--- config.mk ---
export PLATFORM = sky130hd
export DESIGN_NAME = usb_host_port_controller
export DESIGN_NICKNAME = d
export VERILOG_FILES = /design/src/rtl/usb_host_port_controller.sv
export SDC_FILE = /design/constraint.sdc
export NUM_CORES = 1
export LEC_CHECK = 0
export CAP_MARGIN = 20
export CORE_UTILIZATION = 34
export CTS_CLUSTER_SIZE = 40
export DETAILED_ROUTE_END_ITERATION = 16
export PLACE_DENSITY = 0.62
export SETUP_SLACK_MARGIN = 0.02
export SLEW_MARGIN = 0
export SYNTH_ARGS = -nofsm -noshare
export SYNTH_HDL_FRONTEND = slang
export SYNTH_SLANG_ARGS = --single-unit
--- constraint.sdc ---
create_clock -name clock -period 2.2 [get_ports clock]
set_clock_uncertainty 0.15 [all_clocks]
set_input_delay 0.33 -clock clock [delete_from_list [all_inputs] [get_ports clock]]
set_output_delay 0.33 -clock clock [all_outputs]
set_load 0.05 [all_outputs]
--- src/rtl/usb_host_port_controller.sv ---
// -----------------------------------------------------------------------------
// usb_host_port_controller
//
// Per-port host-side sequencer for one downstream USB port. It watches the
// sampled D+/D- line, debounces device attach, latches full/low speed from the
// J-state polarity, drives bus reset (SE0), runs reset recovery, enables the
// port and detects disconnect. It owns the transceiver SE0/K drive enables.
//
// Optional feature: define USB_PORT_SUSPEND_EN to add the SUSPENDED and
// RESUMING states (host resume and remote wakeup). Without it, suspend_req and
// resume_req are ignored, drive_k is constant 0, and states 6/7 are illegal.
//
// Ports:
//   clock            in   system clock
//   reset            in   asynchronous, active-high reset
//   usb_line[1:0]    in   sampled line, [1]=D+, [0]=D- (10 FS J, 01 LS J,
//                         00 SE0, 11 SE1)
//   port_reset_req   in   level: request bus reset
//   port_disable_req in   level: request port disable
//   suspend_req      in   level: request suspend (feature only)
//   resume_req       in   level: request host resume (feature only)
//   drive_en         out  transceiver output enable
//   drive_se0        out  drive SE0 (valid with drive_en)
//   drive_k          out  drive K (valid with drive_en)
//   port_state[2:0]  out  current state encoding
//   connected        out  device present (ATTACHED or later)
//   port_enabled     out  state is ENABLED
//   low_speed        out  latched speed, 1 = low speed
//   connect_pulse    out  one cycle: attach accepted
//   disconnect_pulse out  one cycle: disconnect
//   reset_done_pulse out  one cycle: RECOVERY -> ENABLED
//   port_error_pulse out  one cycle: SE1 seen at recovery end
// -----------------------------------------------------------------------------
module usb_host_port_controller #(
    parameter int unsigned DEBOUNCE_CYCLES   = 100,
    parameter int unsigned BUS_RESET_CYCLES  = 1000,
    parameter int unsigned RECOVERY_CYCLES   = 10,
    parameter int unsigned DISCONNECT_CYCLES = 20,
    parameter int unsigned RESUME_CYCLES     = 200
) (
    input  logic       clock,
    input  logic       reset,
    input  logic [1:0] usb_line,
    input  logic       port_reset_req,
    input  logic       port_disable_req,
    input  logic       suspend_req,
    input  logic       resume_req,
    output logic       drive_en,
    output logic       drive_se0,
    output logic       drive_k,
    output logic [2:0] port_state,
    output logic       connected,
    output logic       port_enabled,
    output logic       low_speed,
    output logic       connect_pulse,
    output logic       disconnect_pulse,
    output logic       reset_done_pulse,
    output logic       port_error_pulse
);

    localparam logic [2:0] ST_DISCONNECTED = 3'd0;
    localparam logic [2:0] ST_DEBOUNCE     = 3'd1;
    localparam logic [2:0] ST_ATTACHED     = 3'd2;
    localparam logic [2:0] ST_BUS_RESET    = 3'd3;
    localparam logic [2:0] ST_RECOVERY     = 3'd4;
    localparam logic [2:0] ST_ENABLED      = 3'd5;
    localparam logic [2:0] ST_SUSPENDED    = 3'd6;
    localparam logic [2:0] ST_RESUMING     = 3'd7;

    // The phase counter is shared by every timed state, so it is sized for
    // the largest of the timing parameters.
    localparam int unsigned MAX_1   = (DEBOUNCE_CYCLES > BUS_RESET_CYCLES) ? DEBOUNCE_CYCLES : BUS_RESET_CYCLES;
    localparam int unsigned MAX_2   = (MAX_1 > RECOVERY_CYCLES) ? MAX_1 : RECOVERY_CYCLES;
    localparam int unsigned MAX_3   = (MAX_2 > DISCONNECT_CYCLES) ? MAX_2 : DISCONNECT_CYCLES;
    localparam int unsigned CNT_MAX = (MAX_3 > RESUME_CYCLES) ? MAX_3 : RESUME_CYCLES;
    localparam int unsigned CNT_W   = $clog2(CNT_MAX + 1);
    localparam int unsigned SE0_W   = $clog2(DISCONNECT_CYCLES + 1);

    // A timed state exits on the edge that ends its last cycle, i.e. when the
    // counter already shows N-1 elapsed cycles.
    localparam logic [CNT_W-1:0] DEBOUNCE_LAST  = CNT_W'(DEBOUNCE_CYCLES - 1);
    localparam logic [CNT_W-1:0] BUS_RESET_LAST = CNT_W'(BUS_RESET_CYCLES - 1);
    localparam logic [CNT_W-1:0] RECOVERY_LAST  = CNT_W'(RECOVERY_CYCLES - 1);
    localparam logic [SE0_W-1:0] SE0_SAT        = SE0_W'(DISCONNECT_CYCLES);

    logic [2:0]       state_q, state_d;
    logic [CNT_W-1:0] cnt_q, cnt_d;
    logic [SE0_W-1:0] se0_cnt_q, se0_cnt_d;
    logic [1:0]       cand_q, cand_d;
    logic             low_speed_q, low_speed_d;
    logic             drive_en_q, drive_en_d;
    logic             drive_se0_q, drive_se0_d;
    logic             drive_k_q, drive_k_d;
    logic             connected_q, connected_d;
    logic             port_enabled_q, port_enabled_d;
    logic             connect_q, connect_d;
    logic             disconnect_q, disconnect_d;
    logic             reset_done_q, reset_done_d;
    logic             port_error_q, port_error_d;
    logic             line_is_j;
    logic             se0_sat;

`ifdef USB_PORT_SUSPEND_EN
    localparam logic [CNT_W-1:0] RESUME_LAST = CNT_W'(RESUME_CYCLES - 1);
    logic [1:0] k_line;

    // K is the inverse of the J polarity latched at attach/recovery.
    assign k_line = low_speed_q ? 2'b10 : 2'b01;
`else
    logic unused_reqs;

    assign unused_reqs = suspend_req | resume_req;
`endif

    assign line_is_j = (usb_line == 2'b10) || (usb_line == 2'b01);

    // Undriven-SE0 run length. While we drive the bus the line reflects our
    // own drive, so the count is held at zero.
    always_comb begin
        if ((usb_line != 2'b00) || drive_en_q) begin
            se0_cnt_d = '0;
        end else if (se0_cnt_q == SE0_SAT) begin
            se0_cnt_d = se0_cnt_q;
        end else begin
            se0_cnt_d = se0_cnt_q + SE0_W'(1);
        end
    end

    // Saturation is judged on the count including this cycle's sample, so
    // DISCONNECT_CYCLES SE0 samples are exactly enough.
    assign se0_sat = (se0_cnt_d == SE0_SAT);

    // NOTE: every variable gets a default before the case so no path can
    // leave one unassigned and infer a latch.
    always_comb begin
        state_d      = state_q;
        cnt_d        = '0;   // counter clears unless a state extends its run
        cand_d       = cand_q;
        low_speed_d  = low_speed_q;
        connect_d    = 1'b0;
        disconnect_d = 1'b0;
        reset_done_d = 1'b0;
        port_error_d = 1'b0;

        case (state_q)
            ST_DISCONNECTED: begin
                if (line_is_j) begin
                    cand_d  = usb_line;
                    state_d = ST_DEBOUNCE;
                end
            end

            ST_DEBOUNCE: begin
                if (usb_line != cand_q) begin
                    state_d = ST_DISCONNECTED;
                end else if (cnt_q == DEBOUNCE_LAST) begin
                    state_d     = ST_ATTACHED;
                    low_speed_d = (cand_q == 2'b01);
                    connect_d   = 1'b1;
                end else begin
                    cnt_d = cnt_q + CNT_W'(1);
                end
            end

            ST_ATTACHED: begin
                if (se0_sat) begin
                    state_d      = ST_DISCONNECTED;
                    disconnect_d = 1'b1;
                end else if (port_reset_req) begin
                    state_d = ST_BUS_RESET;
                end
            end

            ST_BUS_RESET: begin
                if (cnt_q == BUS_RESET_LAST) begin
                    state_d = ST_RECOVERY;
                end else begin
                    cnt_d = cnt_q + CNT_W'(1);
                end
            end

            ST_RECOVERY: begin
                if (cnt_q == RECOVERY_LAST) begin
                    case (usb_line)
                        2'b10, 2'b01: begin
                            state_d      = ST_ENABLED;
                            low_speed_d  = (usb_line == 2'b01);
                            reset_done_d = 1'b1;
                        end
                        2'b00: begin
                            state_d      = ST_DISCONNECTED;
                            disconnect_d = 1'b1;
                        end
                        default: begin
                            state_d      = ST_ATTACHED;
                            port_error_d = 1'b1;
                        end
                    endcase
                end else begin
                    cnt_d = cnt_q + CNT_W'(1);
                end
            end

            ST_ENABLED: begin
                if (se0_sat) begin
                    state_d      = ST_DISCONNECTED;
                    disconnect_d = 1'b1;
                end else if (port_reset_req) begin
                    state_d = ST_BUS_RESET;
                end else if (port_disable_req) begin
                    state_d = ST_ATTACHED;
`ifdef USB_PORT_SUSPEND_EN
                end else if (suspend_req) begin
                    state_d = ST_SUSPENDED;
`endif
                end
            end

`ifdef USB_PORT_SUSPEND_EN
            ST_SUSPENDED: begin
                if (se0_sat) begin
                    state_d      = ST_DISCONNECTED;
                    disconnect_d = 1'b1;
                end else if (resume_req) begin
                    state_d = ST_RESUMING;
                end else if (usb_line == k_line) begin
                    // Remote wakeup: K must be held for a full debounce run.
                    if (cnt_q == DEBOUNCE_LAST) begin
                        state_d = ST_RESUMING;
                    end else begin
                        cnt_d = cnt_q + CNT_W'(1);
                    end
                end
            end

            ST_RESUMING: begin
                if (cnt_q == RESUME_LAST) begin
                    state_d = ST_ENABLED;
                end else begin
                    cnt_d = cnt_q + CNT_W'(1);
                end
            end
`endif

            default: begin
                state_d = ST_DISCONNECTED;
            end
        endcase
    end

    // Status outputs are registered from the next state so they change on the
    // same edge as port_state.
    always_comb begin
        drive_en_d     = (state_d == ST_BUS_RESET) || (state_d == ST_RESUMING);
        drive_se0_d    = (state_d == ST_BUS_RESET);
`ifdef USB_PORT_SUSPEND_EN
        drive_k_d      = (state_d == ST_RESUMING);
`else
        drive_k_d      = 1'b0;
`endif
        connected_d    = (state_d >= ST_ATTACHED);
        port_enabled_d = (state_d == ST_ENABLED);
    end

    // NOTE: sequential state uses non-blocking assignments so every register
    // samples the pre-edge values regardless of statement order.
    always_ff @(posedge clock or posedge reset) begin
        if (reset) begin
            state_q        <= ST_DISCONNECTED;
            cnt_q          <= '0;
            se0_cnt_q      <= '0;
            cand_q         <= 2'b00;
            low_speed_q    <= 1'b0;
            drive_en_q     <= 1'b0;
            drive_se0_q    <= 1'b0;
            drive_k_q      <= 1'b0;
            connected_q    <= 1'b0;
            port_enabled_q <= 1'b0;
            connect_q      <= 1'b0;
            disconnect_q   <= 1'b0;
            reset_done_q   <= 1'b0;
            port_error_q   <= 1'b0;
        end else begin
            state_q        <= state_d;
            cnt_q          <= cnt_d;
            se0_cnt_q      <= se0_cnt_d;
            cand_q         <= cand_d;
            low_speed_q    <= low_speed_d;
            drive_en_q     <= drive_en_d;
            drive_se0_q    <= drive_se0_d;
            drive_k_q      <= drive_k_d;
            connected_q    <= connected_d;
            port_enabled_q <= port_enabled_d;
            connect_q      <= connect_d;
            disconnect_q   <= disconnect_d;
            reset_done_q   <= reset_done_d;
            port_error_q   <= port_error_d;
        end
    end

    assign port_state       = state_q;
    assign drive_en         = drive_en_q;
    assign drive_se0        = drive_se0_q;
    assign drive_k          = drive_k_q;
    assign connected        = connected_q;
    assign port_enabled     = port_enabled_q;
    assign low_speed        = low_speed_q;
    assign connect_pulse    = connect_q;
    assign disconnect_pulse = disconnect_q;
    assign reset_done_pulse = reset_done_q;
    assign port_error_pulse = port_error_q;

endmodule

Word level (Yosys, flattened, before mapping)
Cells that the tools add are included.
{"block": "classes", "mux": 37, "n_reduce_logical": 12, "addsub": 2, "n_mul": 0, "eq_ne": 21, "bitwise": 0, "div_mod_pow": 0, "n_shift": 0, "magnitude_cmp": 1}
{"cell": "$mux W10", "count": 4}
{"cell": "$mux W3", "count": 10}
{"cell": "$pmux W10 S3", "count": 1}
{"cell": "$pmux W3 S6", "count": 1}
{"cell": "$mux W1", "count": 16}
{"cell": "$eq A3 B3 Y1 const B", "count": 4}
{"cell": "$add A10 B1 Y10 const B", "count": 1}
{"cell": "$eq A10 B10 Y1 const B", "count": 1}
{"cell": "$eq A10 B4 Y1 const B", "count": 1}
{"cell": "$eq A10 B7 Y1 const B", "count": 1}
{"cell": "$eq A5 B5 Y1 const B", "count": 2}
{"cell": "$mux W5", "count": 2}
{"cell": "$eq A3 B2 Y1 const B", "count": 3}
{"cell": "$ne A2 B2 Y1 const B", "count": 4}
{"cell": "$pmux W3 S2", "count": 1}
{"cell": "$add A5 B1 Y5 const B", "count": 1}
{"cell": "$reduce_and A5 Y1", "count": 1}
{"cell": "$eq A2 B1 Y1 const B", "count": 2}
{"cell": "$pmux W1 S2", "count": 2}
{"cell": "$reduce_bool A2 Y1", "count": 2}
{"cell": "$reduce_or A2 Y1", "count": 2}
{"cell": "$eq A3 B1 Y1 const B", "count": 1}
{"cell": "$ge A3 B2 Y1 const B", "count": 1}
{"cell": "$logic_not A3 Y1", "count": 1}
{"cell": "other kinds (6)", "count": 8}
{"block": "totals", "ram_bits": 0, "output_inout_bits": 13, "register_bits": 29, "mem_count": 0, "latch_bits": 0, "wordCells": 86, "mem_bits_ro": 0}

Depth between registers and ports, before layout
{"block": "depth", "word_depth": 8, "mapped_depth": 8}

Least setup slack after synthesis
No wires, ideal clock.
{"block": "synth_path", "path_kind": "register -> register", "from": "reg state_q[2] (netlist: port_state[2])", "to": "reg port_enabled_q (netlist: port_enabled)", "period_less_slack_ps": 2330, "stages_incl_launch_ff": 6, "required_ps": 1915, "setup_time_ps": 135, "arrival_ps": 2045, "path_slack_ps": -130, "path_cell_list": "dfrtp_1 > nor3b_1 > and4bb_2 > and2_1 > a2111oi_4 > nor3b_1"}
{"block": "synth_via", "elab_chain_cells": 5, "elab_cells_between_ends": 18, "cone_classes": "6 x eq/ne; 11 x mux; 1 x reduce/logical"}
{"element": "start: declaration", "line_no": "86", "text": "logic [2:0] state_q, state_d;"}
{"element": "start signal: assignment", "line_no": "284", "text": "state_q <= state_d;"}
{"element": "$mux W3", "line_no": "210", "text": "end else if (port_disable_req) begin"}
{"element": "$mux W3", "line_no": "208", "text": "end else if (port_reset_req) begin"}
{"element": "$mux W3", "line_no": "205", "text": "if (se0_sat) begin"}
{"element": "$pmux W3 S6 *", "line_no": "145", "text": "case (state_q)"}
{"element": "$eq A3 B3 Y1 *", "line_no": "262", "text": "port_enabled_d = (state_d == ST_ENABLED);"}
{"element": "net port_enabled_d", "line_no": "95", "text": "logic port_enabled_q, port_enabled_d;"}
{"element": "end signal: assignment", "line_no": "293", "text": "port_enabled_q <= port_enabled_d;"}
{"element": "end: declaration", "line_no": "95"}
Mark *: on every way through the listed nets, which the timed path passes. The rest lies on a longest branch.
A chain may end at the register's enable or synchronous reset.

Worst setup path in the final report
{"block": "layout_path", "from": "reg cnt_q[4]", "to": "reg drive_se0_q (netlist: drive_se0)"}
{"block": "layout_via", "elab_chain_cells": 5, "elab_cells_between_ends": 9, "cone_classes": "4 x eq/ne; 5 x mux"}
{"element": "start: declaration", "line_no": "87", "text": "logic [CNT_W-1:0] cnt_q, cnt_d;"}
{"element": "start signal: assignment", "line_no": "285", "text": "cnt_q <= cnt_d;"}
{"element": "$eq A10 B7 Y1", "line_no": "156", "text": "end else if (cnt_q == DEBOUNCE_LAST) begin"}
{"element": "$mux W3", "line_no": "156"}
{"element": "$mux W3", "line_no": "154", "text": "if (usb_line != cand_q) begin"}
{"element": "$pmux W3 S6 *", "line_no": "145"}
{"element": "$eq A3 B2 Y1 *", "line_no": "255", "text": "drive_se0_d = (state_d == ST_BUS_RESET);"}
{"element": "net drive_se0_d", "line_no": "92", "text": "logic drive_se0_q, drive_se0_d;"}
{"element": "end signal: assignment", "line_no": "290", "text": "drive_se0_q <= drive_se0_d;"}
{"element": "end: declaration", "line_no": "92"}
Marks and branches as above.

==> reports/results.tsv <==
stage	metric	value	unit
die	die_y	70.4	um
timing	max-slew-margin-rel	66.3	%
yosys	yosysWarningCount	0	
timing	rsz0062_at_grt	yes	
timing	fmax	420	MHz
detailed_routing	antenna_left	0	
grt	grt_pass1_wl	6580	um
timing	finalHoldViolCount	0	
cts	numCtsBuffers	5	
pwr	power_density	626	nW/um2
cts	clock-root-buffer	clkbuf_8	
detailed_routing	drt_iter0_markers	80	
yosys	synth_ff_type	dfrtp_1	
die	num_rows	24	
detailed_routing	via_per_inst	5.20	
flow_run	max_cap_violations	0	
die	ios	21	
grt	grt_max_degree	30	
final_layout	multi_input_area	953	um2
die	die_w	70.4	um
final_layout	area_growth	46.2	%
yosys	synth_edf_count	0	
die	dieArea	4960	um2
final_layout	drive_gt1_share	36.6	%
timing	timing.final.ws_setup	-0.181	ns
pwr	peakVddDrop	0.368	mV
yosys	async_flop_share	100	%
detailed_routing	drtPass1Iterations	4	
grt	antenna_found_initial	0	
detailed_routing	wl_per_cell	15.0	um
grt	grt_pass1_vias	1451	
cts	hold_buffers	0	
final_layout	num-fill-cells	406	
yosys	synth_area_per_cell	10.3	um2
place	port-buffer-count	17	
cts	cts_tree	done	
critical_path	path_max_fanout	4	
final_layout	final_util	52.7	%
yosys	synthDistinctLibCells	44	
grt	gr-total-overflow	0	
place	post-place-ws	-0.521	ns
critical_path	start_kind	flop	
cts	clock_path_buffers	2	
critical_path	worst_ep_required_time	2.19	ns
timing	worst_pin_slew	0.503	ns
detailed_routing	num_vias	1393	
timing	drv_slew	0	
cts	cts.sinks	29	
run_status	violations	negative setup slack	
detailed_routing	post-route-drc-count	0	
yosys	seq_area_frac_synth	45.6	%
pwr	leakage	1.05	nW
place	dp_hpwl	2690	um
yosys	synth-seq-cells	29	
yosys	syn-cell-area	1590	um2
final_layout	layout.nets	230	
critical_path	r2r_cells	5	
final_layout	n_antenna_cell	0	
cts	worst_skew_pair.late_latency	0.28	ns
critical_path	critPathCaptureType	flop	
final_layout	seqCellArea	726	um2
place	gp_congestion	0.794	
timing	whs	0.283	ns
detailed_routing	wl	4010	um
critical_path	critPathArrivalTime	2.37	ns
timing	finalCritPeriodShare	108	%
grt	grt_usage	16.9	%
timing	finalSetupViolations	11	
pwr	power.total	1.46	mW
die	coreArea	4410	um2
yosys	postSynthCellCount	155	
die	initial_core_util	36.1	%
run_status	status	finished, violations left	
cts	clk_pin_slew_worst_paths	0.06	ns
final_layout	layout_commonest_cell	buf_4	
critical_path	crit_type	flop to flop	
worst_hold_path	holdCritPathClass	input port to asynchronous set/reset pin	
cts	htreeDepth	2	
yosys	syn-num-nets	170	
final_layout	layout_common_cells	37 x buf_4, 29 x dfrtp_1, 16 x nor2_1	
timing	min_period	2.38	ns
==> area by class of cell <==
| class | count | area share [%] |
|---|---|---|
| repair buffers | 55 | 19.5 |
| clock buffers | 8 | 3.44 |
| inverters | 13 | 2.10 |
| flip-flops and latches | 29 | 31.2 |
| multi-input cells | 111 | 41.0 |
| well taps | 52 | 2.80 |
==> stage by stage <==
stage / cells / instance area, um2 / setup TNS (ns)
detailed placement: 248 / 2030 / -3.42
finish: 268 / 2330 / -0.958
floorplan: 155 / 1610 / -0.144
CTS: 266 / 2260 / -0.896
global placement: 248 / 2030 / -2.63
global route: 268 / 2330 / -1.53
==> cell usage after synthesis, drive strengths merged, types with 2 or more instances <==
library cell / number / share of area [%]
mux2i: 3 / 1.9
inv: 13 / 3.1
a21oi: 4 / 2.0
xor2: 5 / 2.8
nor3b: 3 / 1.4
and4bb: 2 / 1.6
o21ai: 2 / 0.63
nor2: 19 / 4.5
nor4: 2 / 0.79
nor3: 4 / 1.3
nand3: 9 / 2.8
a31oi: 2 / 0.79
and3: 5 / 2.0
or4: 2 / 1.2
a2111oi: 2 / 3.5
and2: 2 / 0.79
nand2b: 3 / 1.2
dfrtp: 29 / 46
buf: 2 / 0.94
xnor2: 5 / 2.8
mux2: 2 / 1.4
ha: 7 / 5.5
nand3b: 2 / 0.94
nand2: 9 / 2.1
==> logic make-up (layout without fill, tap and decap cells) <==
group	count (synthesis)	after routing	share of synthesized area [%]
simple gates	69	69	24.1
flops	29	29	45.6
compound gates	18	19	11.5
buf+inv	16	76	4.24
xor+xnor	10	10	5.50
fa+ha+maj	7	7	5.50
mux	5	5	3.30
other cells	1	1	0.236
==> what timing repair did <==
action                                  in CTS  in global routing
cloned                                       0                  1
setup buffers                               10                  1
pin swaps                                   19                  8
endpoints found under the setup margin      17                 17
resized for setup                           20                 13
==> routing by layer <==
| layer | wire (um) | share of wire [%] | GRT usage (%) | vias to the layer above |
|---|---|---|---|---|
| li1 | - | - | - | 663 |
| met1 | 1620 | 40 | 19.0 | 692 |
| met2 | 2160 | 54 | 30.8 | 28 |
| met3 | 147 | 3.7 | 4.47 | 10 |
| met4 | 80 | 2.0 | 5.11 | 0 |
| met5 | 0 | 0 | 0 | - |
==> registers in the layout, summed over array words and instances (netlist names) <==
register          count
reset_done_pulse      1
cand_q                2
port_state            3
cnt_q                10
port_enabled          1
port_error_pulse      1
se0_cnt_q             5
low_speed             1
drive_en              1
connected             1
disconnect_pulse      1
connect_pulse         1
drive_se0             1
==> where the power goes <==
group	switching, mW	leakage, nW	total (mW)	internal, mW
sequential	0.0564	0.396	0.636	0.579
combinational	0.232	0.615	0.413	0.182
clock	0.183	0.0395	0.407	0.224
==> critical path: stages, from the launching register on <==
cell	delay (ns)
dfrtp_1	0.39
or4_4	0.57
or4_4	0.45
a21o_4	0.27
a2111oi_4	0.29
nor3_1	0.11
==> worst paths after layout <==
kind	start	end	slack, ns
max in group asynchronous	reset	low_speed	1.35
min	reset	se0_cnt_q[0]	0.28
min in group clock	usb_line[1]	cand_q[1]	0.29
max	cnt_q[4]	drive_se0	-0.18
max reg2reg	cnt_q[4]	drive_se0	-0.18
min reg2reg	cnt_q[0]	cnt_q[0]	0.37
Power figures use the tool's default switching activity.
